--- src/rtl/instr_loader_pkg.sv ---
// Shared constants and types for the instruction-memory program loader.
// The instruction memory uses the same width and depth definitions.
package instr_loader_pkg;

    localparam int WORD_W         = 26;
    localparam int ADDR_W         = 4;
    localparam int DEPTH          = 2 ** ADDR_W;
    localparam int BYTES_PER_WORD = (WORD_W + 7) / 8;
    localparam int CNT_W          = $clog2(BYTES_PER_WORD);

    // First byte of a word may only carry the two top instruction bits.
    localparam logic [7:0]        HDR_MASK  = 8'hFC;
    localparam logic [ADDR_W:0]   MAX_WORDS = (ADDR_W + 1)'(DEPTH);

    typedef enum logic [1:0] {
        IDLE,
        COLLECT,
        WRITE,
        DONE
    } state_t;

    function automatic logic [ADDR_W:0] clamp_count(input logic [ADDR_W:0] n);
        return (n > MAX_WORDS) ? MAX_WORDS : n;
    endfunction

endpackage

--- src/rtl/instr_loader_byte_assembler.sv ---
// Packs an MSB-first byte stream into instruction words and flags a bad
// header byte (nonzero bits above the instruction width) on the first byte.
module instr_loader_byte_assembler
    import instr_loader_pkg::*;
(
    input  logic              clk,
    input  logic              reset,
    input  logic              shift_en,
    input  logic [7:0]        byte_in,
    output logic [WORD_W-1:0] word_next,
    output logic              word_complete,
    output logic              header_err
);

    // Only the low bits survive the next shift, so the top byte is never stored.
    logic [WORD_W-9:0] word_reg;
    logic [CNT_W-1:0]  cnt_reg;

    assign word_next     = {word_reg, byte_in};
    assign word_complete = shift_en && (cnt_reg == CNT_W'(BYTES_PER_WORD - 1));
    assign header_err    = shift_en && (cnt_reg == '0) && (|(byte_in & HDR_MASK));

    always_ff @(posedge clk) begin
        if (!reset) begin
            word_reg <= '0;
            cnt_reg  <= '0;
        end else if (shift_en) begin
            word_reg <= word_next[WORD_W-9:0];
            cnt_reg  <= cnt_reg + CNT_W'(1);
        end
    end

endmodule

--- src/rtl/instr_loader.sv ---
// Loads instruction words from a byte stream into instruction memory at
// consecutive addresses from 0; writer side of the memory write port.
module instr_loader
    import instr_loader_pkg::*;
(
    input  logic              clk,
    input  logic              reset,
    input  logic              start,
    input  logic [ADDR_W:0]   word_count,
    input  logic [7:0]        byte_in,
    input  logic              byte_valid,
    output logic              byte_ready,
    output logic [ADDR_W-1:0] prog_pointer,
    output logic              write_data,
    output logic [WORD_W-1:0] data_to_write,
    output logic              busy,
    output logic              done,
    output logic              error
);

    state_t            state_reg, state_next;
    logic [ADDR_W-1:0] ptr_reg, ptr_next;
    logic [ADDR_W:0]   left_reg, left_next;
    logic [WORD_W-1:0] data_reg, data_next;
    logic              error_reg, error_next;

    logic              byte_fire;
    logic [WORD_W-1:0] asm_word;
    logic              word_complete;
    logic              header_err;

    assign byte_fire = (state_reg == COLLECT) && byte_valid;

    instr_loader_byte_assembler u_asm (
        .clk           (clk),
        .reset         (reset),
        .shift_en      (byte_fire),
        .byte_in       (byte_in),
        .word_next     (asm_word),
        .word_complete (word_complete),
        .header_err    (header_err)
    );

    always_ff @(posedge clk) begin
        if (!reset) begin
            state_reg <= IDLE;
            ptr_reg   <= '0;
            left_reg  <= '0;
            data_reg  <= '0;
            error_reg <= 1'b0;
        end else begin
            state_reg <= state_next;
            ptr_reg   <= ptr_next;
            left_reg  <= left_next;
            data_reg  <= data_next;
            error_reg <= error_next;
        end
    end

    always_comb begin
        state_next = state_reg;
        ptr_next   = ptr_reg;
        left_next  = left_reg;
        data_next  = data_reg;
        error_next = error_reg;
        case (state_reg)
            IDLE: begin
                if (start) begin
                    ptr_next   = '0;
                    left_next  = clamp_count(word_count);
                    error_next = (word_count > MAX_WORDS);
                    state_next = (word_count == '0) ? DONE : COLLECT;
                end
            end
            COLLECT: begin
                if (header_err) begin
                    error_next = 1'b1;
                end
                if (word_complete) begin
                    data_next  = asm_word;
                    state_next = WRITE;
                end
            end
            WRITE: begin
                left_next = left_reg - (ADDR_W + 1)'(1);
                // Pointer stops at the last written address, so it can never wrap.
                if (left_reg == (ADDR_W + 1)'(1)) begin
                    state_next = DONE;
                end else begin
                    ptr_next   = ptr_reg + ADDR_W'(1);
                    state_next = COLLECT;
                end
            end
            DONE:    state_next = IDLE;
            default: state_next = IDLE;
        endcase
    end

    // Gating with reset keeps a write from landing in the reset cycle.
    assign byte_ready    = reset && (state_reg == COLLECT);
    assign write_data    = reset && (state_reg == WRITE);
    assign busy          = reset && (state_reg != IDLE);
    assign done          = reset && (state_reg == DONE);
    assign prog_pointer  = ptr_reg;
    assign data_to_write = data_reg;
    assign error         = error_reg;

endmodule

--- config.mk ---
export PLATFORM = sky130hd
export DESIGN_NAME = instr_loader
export DESIGN_NICKNAME = d
export VERILOG_FILES = /design/src/rtl/instr_loader_pkg.sv /design/src/rtl/instr_loader_byte_assembler.sv /design/src/rtl/instr_loader.sv
export SDC_FILE = /design/constraint.sdc
export NUM_CORES = 1
export LEC_CHECK = 0
export BUFFER_PORTS_ARGS = -buffer_cell sky130_fd_sc_hd__buf_2
export CAP_MARGIN = 10
export CORE_ASPECT_RATIO = 0.9
export CORE_MARGIN = 8
export CORE_UTILIZATION = 35
export DETAILED_ROUTE_END_ITERATION = 6
export GPL_ROUTABILITY_DRIVEN = 0
export MAX_ROUTING_LAYER = met4
export SYNTH_ARGS = -nofsm -noshare
export SYNTH_HDL_FRONTEND = slang
export SYNTH_HIERARCHICAL = 1
export SYNTH_SLANG_ARGS = --single-unit
--- constraint.sdc ---
create_clock -name clk -period 3.13 [get_ports clk]
set_clock_uncertainty 0.15 [all_clocks]
set_input_delay 0.626 -clock clk [delete_from_list [all_inputs] [get_ports clk]]
set_output_delay 0.626 -clock clk [all_outputs]
set_load 0.05 [all_outputs]
==> flow_metrics.env <==
export IMPL_ant_nets=0
export IMPL_root_buffer="clkbuf_8"
export IMPL_regArea_mm2=0.00116
export IMPL_vias=2013
export IMPL_hpwl_mm=4.25
export IMPL_synth_top_family_by_area="simple AND/OR/NAND/NOR gates"
export IMPL_crit_type="reg -> out"
export IMPL_setup_viol=0
export IMPL_tightest_slew_ps=606
export IMPL_fillers=725
export IMPL_fp_dieH_um=97.1
export IMPL_max_clock_freq_ghz=0.409
export IMPL_synth_compound_area_share_pct=13.1
export IMPL_vdd_ir_drop_max_v=0.000199
export IMPL_timing_max_slew_rel_slack_pct=59.5
export IMPL_muxShareOfSynthArea_pct=7.83
export IMPL_post_cts_buffers=0
export IMPL_num_rows=29
export IMPL_synthAdderAreaFrac_pct=2.45
export IMPL_period_share_pct=78.1
export IMPL_wl_met1_mm=3.08
export IMPL_seq_area_frac_synth_pct=45.4
export IMPL_grt_max_degree=32
export IMPL_drc=0
export IMPL_start_util_pct=36.1
export IMPL_syn_inst=292
export IMPL_grt_pass1_vias=1967
export IMPL_die_area_mm2=0.0103
export IMPL_swShare_pct=24.0
export IMPL_synth_simple_area_share_pct=22.2
export IMPL_finalSetupTns_ps=0
export IMPL_synth_seq_cells=58
export IMPL_topRoutingLayerUsed="met4"
export IMPL_p_seq_share_pct=46.2
export IMPL_grt_pass1_wl_mm=9.99
export IMPL_p_int_w=0.00128
export IMPL_p_leak_nw=1.18
export IMPL_multiInputGateArea_mm2=0.00120
export IMPL_drive_gt1_share_pct=24.7
export IMPL_p_sw_w=0.000404
export IMPL_syn2layout_area_growth_pct=18.1
export IMPL_ys_types=43
export IMPL_rsz0062_at_grt="no"
export IMPL_grt_usage_pct=12.3
export IMPL_syn_num_nets=314
export IMPL_syn_cell_area_mm2=0.00256
export IMPL_required_ps=2350
export IMPL_power_density_mw_per_mm2=559
export IMPL_die_w_um=106
export IMPL_comb_power_share_pct=8.8
export IMPL_core_region_area_mm2=0.00708
export IMPL_maxCapViolCount=0
export IMPL_wl_met3_um=249
export IMPL_crit_arrival_ps=1670
export IMPL_cp_start_kind="flop"
export IMPL_vias_per_cell=4.69
export IMPL_port_buffers=51
export IMPL_largest_reg_flops=26
export IMPL_synth_edff_count=0
export IMPL_ys_flop_type="dfxtp_1"
export IMPL_report_final_slew_viol_count=0
export IMPL_hold_viol_final=0
export IMPL_drt_iter0_drc=90
export IMPL_dpl_cell_count=413
export IMPL_nets=353
export IMPL_cts_tree="done"
export IMPL_clock_latency_ps=320
export IMPL_cts_max_level=3
export IMPL_cts_max_path_buffers=2
export IMPL_cts_resized=0
export IMPL_cts_hold_buf=0
export IMPL_io_pins=52
export IMPL_cts_sinks=58
export IMPL_clkPwrFrac_pct=45.0
export IMPL_hold_class="reg -> reg"
export IMPL_avgSynthCellArea_um2=8.75
export IMPL_final_cells=429
export IMPL_path_clk_slew_ps=60
export IMPL_endpoint_kind="output port"
export IMPL_first_pass_iters=4
export IMPL_min_period_ps=2440
export IMPL_diodes=0
export IMPL_wirelength_mm=5.91
export IMPL_yosys_warnings=6
export IMPL_async_reset_ff_share_pct=0
export IMPL_overflow=0
export IMPL_cts_buffers=9
export IMPL_antenna_found_initial=0
export IMPL_wl_met2_mm=2.45
export IMPL_wire_per_inst_um=13.8
export IMPL_status="complete, no violations"
export IMPL_synth_xor_area_share_pct=1.37
export IMPL_cp_max_fo=16
==> power groups by stage <==
stage               clock [W]  sequential, W  combinational (W)
finish               0.000759       0.000780           0.000149
CTS                  0.000777       0.000779           0.000150
global placement            0       0.000796           0.000148
global route         0.000809       0.000783           0.000164
detailed placement          0       0.000796           0.000149
floorplan                   0       0.000792           0.000119
==> cell usage after synthesis, drive strengths merged (7+ instances only) <==
master	number	area [µm²]
clkbuf	7	26.3
nor2	8	32.5
nand2	61	231
nor2b	21	139
dfxtp	58	1160
a21oi	36	184
o21ai	7	35.0
inv	10	37.5
buf	20	131
mux2i	20	200
==> worst max-delay path, stage by stage, from the launching register on <==
cell	delay, ps
dfxtp_1	710
inv_2	160
nor3_1	190
buf_2	290
==> final cells by class <==
type,instances,share of cell area (%)
multi-input cells,197,39.7
flip-flops and latches,58,38.5
repair buffers,55,9.45
clock buffers,11,4.68
well taps,93,3.85
clock inverters,5,2.57
inverters,10,1.24
==> through the flow <==
step / hold slack, ps / utilization (%) / setup slack (ps) / total power (W) / cell area [µm²]
floorplan: 281 / - / 435 / 0.000912 / 2560
global placement: 291 / 39.6 / 897 / 0.000944 / 2800
detailed placement: 294 / 39.6 / 900 / 0.000945 / 2800
CTS: 304 / 42.7 / 688 / 0.00171 / 3020
global route: 325 / 42.7 / 535 / 0.00175 / 3020
finish: 302 / 42.7 / 686 / 0.00169 / 3020
==> cell usage in the layout, fill, tap and decap left out, types with 2 or more instances in the layout <==
master	n
nand2_1	60
dfxtp_1	58
buf_2	51
a21oi_1	35
nor2b_1	20
mux2i_1	20
clkbuf_8	10
inv_1	7
nor2_1	7
and2_1	5
o21ai_1	5
ha_1	5
nor3_1	4
buf_4	4
inv_2	3
xnor2_1	3
nand4_1	3
nand3_1	3
a31o_1	2
nand2b_1	2
o21ai_0	2
bufinv_16	2
clkinv_2	2
==> metal layers <==
metal | GRT usage [%] | vias to the layer above
li1 | - | 1049
met1 | 15.9 | 916
met2 | 16.9 | 38
met3 | 3.05 | 10
met4 | 6.92 | 0
met5 | - | -
==> path summary, 6_finish.rpt <==
kind / endpoint / from / slack, ps / depth (start not counted)
setup / recovery: done / state_reg[1]$_SDFFE_PN0P_ / 690 / 3
hold / removal: data_to_write[2]$_SDFFE_PN0P_ / data_to_write[2]$_SDFFE_PN0P_ / 300 / 2
setup reg to reg: error$_SDFFE_PN0P_ / state_reg[0]$_SDFFE_PN0P_ / 1010 / 7
hold reg to reg: data_to_write[2]$_SDFFE_PN0P_ / data_to_write[2]$_SDFFE_PN0P_ / 300 / 2
==> logic make-up after synthesis <==
| family | Yosys count |
|---|---|
| compound gates | 55 |
| xor+xnor | 4 |
| fa+ha+maj | 5 |
| buf+inv | 37 |
| flops | 58 |
| mux | 20 |
| simple gates | 113 |
Power figures use the tool's default switching activity.
